### src/rtl/vga_timing_pkg.sv
// ---------------------------------------------------------------------------
// vga_timing_pkg
// Shared timing constants and types for the VGA pixel-interface source.
//  - DEF_* : 640x480@60 (25 MHz pixel clock) line/frame timing.
//  - DEF_H_TOTAL / DEF_V_TOTAL : full line / frame lengths derived from above.
//  - coord_t : pixel coordinate type for DrawX/DrawY (10 bits, up to 1023).
//  - sync_t  : {hs, vs} pair carried through the sync delay line.
// ---------------------------------------------------------------------------
package vga_timing_pkg;

  localparam int DEF_H_ACTIVE = 640;
  localparam int DEF_H_FP     = 16;
  localparam int DEF_H_SYNC   = 96;
  localparam int DEF_H_BP     = 48;
  localparam int DEF_H_TOTAL  = DEF_H_ACTIVE + DEF_H_FP + DEF_H_SYNC + DEF_H_BP;

  localparam int DEF_V_ACTIVE = 480;
  localparam int DEF_V_FP     = 10;
  localparam int DEF_V_SYNC   = 2;
  localparam int DEF_V_BP     = 33;
  localparam int DEF_V_TOTAL  = DEF_V_ACTIVE + DEF_V_FP + DEF_V_SYNC + DEF_V_BP;

  localparam int COORD_W   = 10;
  localparam int COORD_MAX = 1 << COORD_W;

  typedef logic [COORD_W-1:0] coord_t;

  typedef struct packed {
    logic hs;
    logic vs;
  } sync_t;

  // Narrow an elaboration-time integer to a coordinate constant.
  function automatic coord_t to_coord(input int v);
    return coord_t'(v);
  endfunction

endpackage

### src/rtl/vga_sync_delay.sv
// ---------------------------------------------------------------------------
// vga_sync_delay
// DEPTH-stage shift register for the {hs, vs} pair so the syncs line up with
// RGB coming out of the registered renderers. DEPTH=0 is a wire.
// Ports:
//  clk_i   in  pixel clock
//  rst_ni  in  synchronous reset, active-low; every stage loads INIT
//  d_i     in  raw {hs, vs}
//  q_o     out {hs, vs} delayed by DEPTH cycles
// ---------------------------------------------------------------------------
module vga_sync_delay
  import vga_timing_pkg::*;
#(
  parameter int    DEPTH = 1,
  parameter sync_t INIT  = '{hs: 1'b1, vs: 1'b1}
) (
  input  logic  clk_i,
  input  logic  rst_ni,
  input  sync_t d_i,
  output sync_t q_o
);

  if (DEPTH == 0) begin : g_pass
    // Clock/reset have nothing to drive here.
    logic unused_clk_rst;
    assign unused_clk_rst = clk_i ^ rst_ni;
    assign q_o = d_i;
  end else begin : g_sr
    sync_t [DEPTH-1:0] sr_q;

    always_ff @(posedge clk_i) begin
      if (!rst_ni) begin
        for (int i = 0; i < DEPTH; i++) sr_q[i] <= INIT;
      end else begin
        sr_q[0] <= d_i;
        for (int i = 1; i < DEPTH; i++) sr_q[i] <= sr_q[i-1];
      end
    end

    assign q_o = sr_q[DEPTH-1];
  end

endmodule

### src/rtl/vga_timing_gen.sv
// ---------------------------------------------------------------------------
// vga_timing_gen
// Pixel-interface source: free-running line/frame counters, visible-region
// flag, hs/vs aligned to the renderers' one-cycle RGB latency, and a
// once-per-frame strobe plus frame counter for game logic.
// Ports:
//  vga_clk      in   pixel clock
//  reset_n      in   synchronous reset, active-low
//  hs, vs       out  syncs, delayed PIPE_DELAY cycles from the counters
//  blank        out  1 = DrawX/DrawY inside the visible region
//  DrawX/DrawY  out  raw horizontal / vertical counters (zero latency)
//  frame_done   out  one-cycle strobe at (0, V_ACTIVE), start of vblank
//  frame_count  out  frames completed since reset, wraps at 256
// ---------------------------------------------------------------------------
module vga_timing_gen
  import vga_timing_pkg::*;
#(
  parameter int   H_ACTIVE   = DEF_H_ACTIVE,
  parameter int   H_FP       = DEF_H_FP,
  parameter int   H_SYNC     = DEF_H_SYNC,
  parameter int   H_BP       = DEF_H_BP,
  parameter int   V_ACTIVE   = DEF_V_ACTIVE,
  parameter int   V_FP       = DEF_V_FP,
  parameter int   V_SYNC     = DEF_V_SYNC,
  parameter int   V_BP       = DEF_V_BP,
  parameter logic SYNC_ACT   = 1'b0,
  parameter int   PIPE_DELAY = 1
) (
  input  logic       vga_clk,
  input  logic       reset_n,
  output logic       hs,
  output logic       vs,
  output logic       blank,
  output coord_t     DrawX,
  output coord_t     DrawY,
  output logic       frame_done,
  output logic [7:0] frame_count
);

  localparam int H_TOTAL = H_ACTIVE + H_FP + H_SYNC + H_BP;
  localparam int V_TOTAL = V_ACTIVE + V_FP + V_SYNC + V_BP;

  localparam bit CFG_OK = (H_TOTAL <= COORD_MAX) && (V_TOTAL <= COORD_MAX) &&
                          (PIPE_DELAY >= 0) && (PIPE_DELAY <= 4) &&
                          (H_ACTIVE >= 1) && (H_FP >= 1) && (H_SYNC >= 1) && (H_BP >= 1) &&
                          (V_ACTIVE >= 1) && (V_FP >= 1) && (V_SYNC >= 1) && (V_BP >= 1);

  if (!CFG_OK) begin : g_cfg_bad
    $fatal(1, "vga_timing_gen: illegal timing parameters");
  end

  // Decode constants, all in counter width.
  localparam coord_t H_LAST     = to_coord(H_TOTAL - 1);
  localparam coord_t V_LAST     = to_coord(V_TOTAL - 1);
  localparam coord_t H_VIS      = to_coord(H_ACTIVE);
  localparam coord_t V_VIS      = to_coord(V_ACTIVE);
  localparam coord_t V_VIS_LAST = to_coord(V_ACTIVE - 1);
  localparam coord_t HS_FIRST   = to_coord(H_ACTIVE + H_FP);
  localparam coord_t HS_LAST    = to_coord(H_ACTIVE + H_FP + H_SYNC - 1);
  localparam coord_t VS_FIRST   = to_coord(V_ACTIVE + V_FP);
  localparam coord_t VS_LAST    = to_coord(V_ACTIVE + V_FP + V_SYNC - 1);

  coord_t     hc_q, hc_d;
  coord_t     vc_q, vc_d;
  logic       frame_done_q, frame_done_d;
  logic [7:0] frame_count_q, frame_count_d;
  sync_t      sync_raw, sync_dly;

  // Counters free-run: no enable, no stall.
  always_comb begin
    hc_d = hc_q + 1'b1;
    vc_d = vc_q;
    if (hc_q == H_LAST) begin
      hc_d = '0;
      vc_d = (vc_q == V_LAST) ? '0 : vc_q + 1'b1;
    end
  end

  // The strobe is registered off the last pixel of the last visible line, so
  // it lands on the first cycle of vertical blanking (hc=0, vc=V_ACTIVE).
  always_comb begin
    frame_done_d  = (hc_q == H_LAST) && (vc_q == V_VIS_LAST);
    frame_count_d = frame_done_d ? frame_count_q + 8'd1 : frame_count_q;
  end

  always_ff @(posedge vga_clk) begin
    if (!reset_n) begin
      hc_q          <= '0;
      vc_q          <= '0;
      frame_done_q  <= 1'b0;
      frame_count_q <= '0;
    end else begin
      hc_q          <= hc_d;
      vc_q          <= vc_d;
      frame_done_q  <= frame_done_d;
      frame_count_q <= frame_count_d;
    end
  end

  // Raw sync decode off the registered counters; vs covers whole lines.
  always_comb begin
    sync_raw.hs = ((hc_q >= HS_FIRST) && (hc_q <= HS_LAST)) ? SYNC_ACT : ~SYNC_ACT;
    sync_raw.vs = ((vc_q >= VS_FIRST) && (vc_q <= VS_LAST)) ? SYNC_ACT : ~SYNC_ACT;
  end

  vga_sync_delay #(
    .DEPTH (PIPE_DELAY),
    .INIT  (sync_t'({~SYNC_ACT, ~SYNC_ACT}))
  ) u_sync_dly (
    .clk_i  (vga_clk),
    .rst_ni (reset_n),
    .d_i    (sync_raw),
    .q_o    (sync_dly)
  );

  assign hs          = sync_dly.hs;
  assign vs          = sync_dly.vs;
  assign blank       = (hc_q < H_VIS) && (vc_q < V_VIS);
  assign DrawX       = hc_q;
  assign DrawY       = vc_q;
  assign frame_done  = frame_done_q;
  assign frame_count = frame_count_q;

endmodule
### config.mk
export PLATFORM = sky130hd
export DESIGN_NAME = vga_timing_gen
export DESIGN_NICKNAME = d
export VERILOG_FILES = /design/src/rtl/vga_timing_pkg.sv /design/src/rtl/vga_sync_delay.sv /design/src/rtl/vga_timing_gen.sv
export SDC_FILE = /design/constraint.sdc
export NUM_CORES = 1
export LEC_CHECK = 0
export CORE_ASPECT_RATIO = 0.6
export CORE_MARGIN = 3
export CORE_UTILIZATION = 49
export DETAILED_ROUTE_END_ITERATION = 12
export PLACE_DENSITY = 0.86
export SYNTH_ARGS = -nofsm -noshare
export SYNTH_HDL_FRONTEND = slang
export SYNTH_HIERARCHICAL = 1
export SYNTH_SLANG_ARGS = --single-unit
### constraint.sdc
create_clock -name vga_clk -period 3.3 [get_ports vga_clk]
set_clock_uncertainty 0.05 [all_clocks]
set_input_delay 0.33 -clock vga_clk [delete_from_list [all_inputs] [get_ports vga_clk]]
set_output_delay 0.33 -clock vga_clk [all_outputs]
set_load 0.01 [all_outputs]
# Word-level counts from Yosys, hierarchy flattened
# Index checks and enable logic that the tools add are counted.
# totals
elab_cells	27
register_bits	31
input_bits	2
# op_classes
mux	3
bitwise	1
order_cmp	6
n_addsub	3
n_eq_ne	3
reduce_logical	5
# op_table
op	n
10-bit by 1-bit adder with 10-bit output (second input constant)	2
10-bit equality test (second input constant)	2
10-bit by 9-bit equality test with 1-bit output (second input constant)	1
10-bit greater-or-equal comparator (second input constant)	1
10-bit by 9-bit greater-or-equal comparator with 1-bit output (second input constant)	1
10-bit <= comparator (second input constant)	1
10-bit by 9-bit <= comparator with 1-bit output (second input constant)	1
10-bit less-than comparator (second input constant)	1
10-bit by 9-bit less-than comparator with 1-bit output (second input constant)	1
10-bit two-way mux	1
8-bit by 1-bit adder with 8-bit output (second input constant)	1
1-bit logical AND	4
1-bit two-way mux	2
2-bit OR reduction	1
1-bit NOT	1

# Depth between registers and ports, before layout
# logic_depth
word_depth	3
depth_mapped	7
mapped_depth_nobuf	6

# Modules after synthesis
# The synthesis kept the hierarchy.
# by_module_without_submodules
module	cells_each	area_each_um2	instances
vga_timing_gen	175	1472.7	1
vga_sync_delay	4	52.6	1

# Least setup slack after synthesis
# OpenSTA, ideal clock, no wires.
# synth_timing
path_kind	register to register
from	register hc_q[0], in the netlist DrawX[0]
to	register frame_count_q[5], in the netlist frame_count[5]
n_path_buf	2
path_stages_with_launch	8
t_required_ns	3.178
setup_ns	0.072
path_slack_ns	0.946
arrival_time_ns	2.232
path_cell_list	dfxtp_1 ha_1 nand4_1 or4_1 clkbuf_2 buf_2 nor4_2 mux2i_1
# synth_between
elab_chain_len	2
# synth_lines
element	line_no	source
start, declared	vga_timing_gen.sv:63	coord_t hc_q, hc_d;
start signal, assigned	vga_timing_gen.sv:88	hc_q <= '0;
start signal, assigned	vga_timing_gen.sv:93	hc_q <= hc_d;
10-bit equality test	vga_timing_gen.sv:82	frame_done_d = (hc_q == H_LAST) && (vc_q == V_VIS_LAST);
1-bit logical AND	vga_timing_gen.sv:82	
end signal, assigned	vga_timing_gen.sv:96	frame_count_q <= frame_count_d;
end, declared	vga_timing_gen.sv:66	logic [7:0] frame_count_q, frame_count_d;
# No other way between the ends.
# A chain may end at the register's enable or synchronous reset.

# Worst setup path in the final report
# layout_timing
from	register hc_q[0], in the netlist DrawX[0]
to	register frame_count_q[3], in the netlist frame_count[3]
# The elaborated chain is that of the path after synthesis.

==> out/results.tsv <==
stage	metric	value	unit
run_status	status	complete, no violations	
setup_path	cp.required	3.46	ns
setup_path	crit_path_start_kind	flop	
worst_hold_path	worstHoldPathCells	2	
routing	ant_nets	0	
yosys	yosysWarningCount	6	
routing	dr.pass1.iters	5	
power_and_ir_drop	ir_worst_vdd	0.272	mV
setup_path	crit_arrival	2.99	ns
cts	cts-resized-gates	0	
layout	final_util	0.710	
yosys	synth-seq-cells	31	
worst_hold_path	hp-class	reg2reg	
die	die_h	49.2	um
place	place_congestion	0.830	
cts	cts-root-buf	clkbuf_8	
die	start_util	0.558	
yosys	synth_top_area_frac	0.407	
yosys	syn_nets	187	
routing	wl_per_cell	15.4	um
routing	drtIter0Drc	210	
setup_path	path_cells	ha_1 -> nand4_1 -> or4_1 -> or4_1 -> a21oi_1	
sta	tns	0	ns
die	die_area	3840	sq um
cts	h-tree-depth	2	
yosys	syn_area_per_cell	8.52	sq um
yosys	synth_edf_count	0	
worst_hold_path	hold_path_end	frame_count[7]	
layout	n_antenna_cell	0	
routing	drc_errors	0	
setup_path	path_max_fanout	17	
die	fp.dieW	78.0	um
cts	cts_tree	done	
yosys	synthCells	179	
run	cap_violations	0	
global_routing	antenna_found_initial	0	
power_and_ir_drop	powerDensity	355	nW/um^2
global_routing	grt.total_usage	0.209	
setup_path	critical_path_class	reg2reg	
cts	path_clk_slew	0.06	ns
sta	finalHoldViolCount	0	
routing	vias_per_cell	5.86	
setup_path	slowest_stage	or4_1	
layout	nFillCells	216	
cts	postCtsHoldBufs	0	
setup_path	timing.rr.end	frame_count[3]	
setup_path	slowest_delay	0.90	ns
setup_path	reg2reg_from	DrawX[0]	
setup_path	path_common_cell	or4_1	
sta	timing.final.crit_share	0.858	
global_routing	grt_max_degree	18	
cts	cts.sinks	31	
die	rows	14	
yosys	yosys.area.top_type	dfxtp_1	
sta	drv_slew	0	
layout	fin_nets	216	
layout	layout-drive-gt1-share	0.0335	
die	num_io_pins	34	
sta	rsz0062_at_grt	false	
yosys	synth_area_leaders	dfxtp_1 (41%), xnor2_1 (5.2%), ha_1 (4.9%)	
place	dp.cells	241	
global_routing	grt_pass1_vias	1289	
sta	worst_slew_pin_slew	0.792	ns
power_and_ir_drop	total_power	0.689	mW
layout	instances_no_fill	249	
sta	setup_violations	0	
routing	vias	1460	
sta	period_minus_slack	2.83	ns
yosys	ys.flop_type	dfxtp_1	
global_routing	grt_pass1_wl	6300	um
cts	cts_buffers	5	
cts	cts_setup_buffers	0	
setup_path	end_kind	flop	
global_routing	overflow	0	
sta	relSlewSlack	0.467	
setup_path	r2r_cells	5	
layout	syn_to_final_growth	27.2	%
place	dp_hpwl	2730	um
die	core_area	2730	sq um
yosys	yosysSeqAreaShare	0.407	
routing	routed_wl	3830	um
power_and_ir_drop	p_leak	0.610	nW
yosys	syn_area	1530	sq um
yosys	async_reset_ff_frac	0	
cts	insertion_delay	0.29	ns
sta	fmax	0.353	GHz
worst_hold_path	hold_start	frame_count[7]	
sta	setup_slack	0.468	ns
cts	clk_path_buf_depth	2	
setup_path	ff2ff_setup_slack	0.47	ns
yosys	ys_types	34	
place	port_buffers	33	
place	post-place-ws	0.535	ns
[cells in the mapped netlist (2+ instances only)]
cell / instances
mux2i_1: 3
clkbuf_1: 7
nand2b_1: 5
dfxtp_1: 31
xor2_1: 4
nor4_1: 5
nor2b_1: 2
and3_1: 3
ha_1: 6
clkbuf_2: 2
nor2_1: 17
nand3_1: 12
or4_1: 6
o31ai_1: 6
a21oi_1: 8
nor3_1: 7
and4_1: 3
or3_1: 3
inv_1: 8
nand4_1: 7
o21ai_0: 3
buf_2: 2
nand2_1: 10
xnor2_1: 9
[area by class of cell]
type / instances / area [sq um] / area share
Clock inverter: 1 / 5.00 / 0.00258
Multi-Input combinational cell: 129 / 828 / 0.427
Sequential cell: 31 / 621 / 0.320
Tap cell: 40 / 50.0 / 0.0258
Inverter: 8 / 30.0 / 0.0155
Timing Repair Buffer: 33 / 330 / 0.170
Clock buffer: 7 / 76.3 / 0.0393
[logic make-up after synthesis]
family,after synthesis,share of synthesized area
and+or+nand+nor,86,0.315
DFF,31,0.407
AOI/OAI and AO/OA,21,0.0845
buffers and inverters,19,0.0500
xor gates and xnor gates,13,0.0747
adders and majority gates,6,0.0492
muxes,3,0.0197
[placed cells by master (no fill, tap or decap)]
cell | Yosys | final
a21oi_1 | 8 | 8
and3_1 | 3 | 3
and4_1 | 3 | 3
clkbuf_1 | 7 | 2
clkbuf_8 | 0 | 5
clkdlybuf4s50_1 | 0 | 33
clkinv_2 | 0 | 1
dfxtp_1 | 31 | 31
ha_1 | 6 | 6
inv_1 | 8 | 8
mux2i_1 | 3 | 3
nand2_1 | 10 | 10
nand2b_1 | 5 | 5
nand3_1 | 12 | 12
nand3b_1 | 1 | 1
nand4_1 | 7 | 7
nand4b_1 | 1 | 1
nor2_1 | 17 | 17
nor2b_1 | 2 | 2
nor3_1 | 7 | 7
nor4_1 | 5 | 5
nor4_2 | 1 | 1
nor4b_1 | 1 | 1
nor4bb_1 | 1 | 1
o211ai_1 | 1 | 1
o21a_1 | 1 | 1
o21ai_0 | 3 | 3
o21ai_1 | 1 | 1
o221ai_1 | 1 | 1
o31ai_1 | 6 | 6
or3_1 | 3 | 3
or3b_1 | 1 | 1
or4_1 | 6 | 6
xnor2_1 | 9 | 9
xor2_1 | 4 | 4
[per-layer routing]
layer,vias up,wire length (um),GRT usage
met1,665,1770,0.279
li1,698,-,-
met5,-,0,0
met3,13,318,0.0701
met2,84,1670,0.300
met4,0,73,0.0988
[per-stage QoR]
step	instance area [sq um]	hold slack (ns)
4_1_cts	1940	0.432
2_1_floorplan	1530	0.353
3_5_place_dp	1860	0.424
5_1_grt	1940	0.465
3_3_place_gp	1860	0.415
6_report	1940	0.433
[report_power, final]
group / switching, mW / internal [mW]
Clock: 0.137 / 0.148
Combinational: 0.0127 / 0.00945
Sequential: 0.00448 / 0.377
[critical path: cells and delay by family, from the launching register on]
kind	cells	cell delay (ns)
flops	1	0.42
compound gates	1	0.19
simple gates	3	1.86
fa+ha+maj	1	0.24
[worst max path at each step]
stage	from	end	depth (start not counted)
6_report	DrawX[0]	frame_count[3]	5
5_1_grt	DrawX[0]	frame_count[3]	5
4_1_cts	DrawX[0]	frame_count[3]	5
3_5_place_dp	DrawX[0]	frame_count[3]	5
3_3_place_gp	DrawX[0]	frame_count[7]	5
2_1_floorplan	DrawX[0]	frame_count[5]	7
[sequential cells by signal, summed over array words and instances (netlist names)]
register,flops
DrawX,10
DrawY,10
frame_count,8
u_sync_dly/q_o,2
frame_done,1
Power figures use the tool's default switching activity.
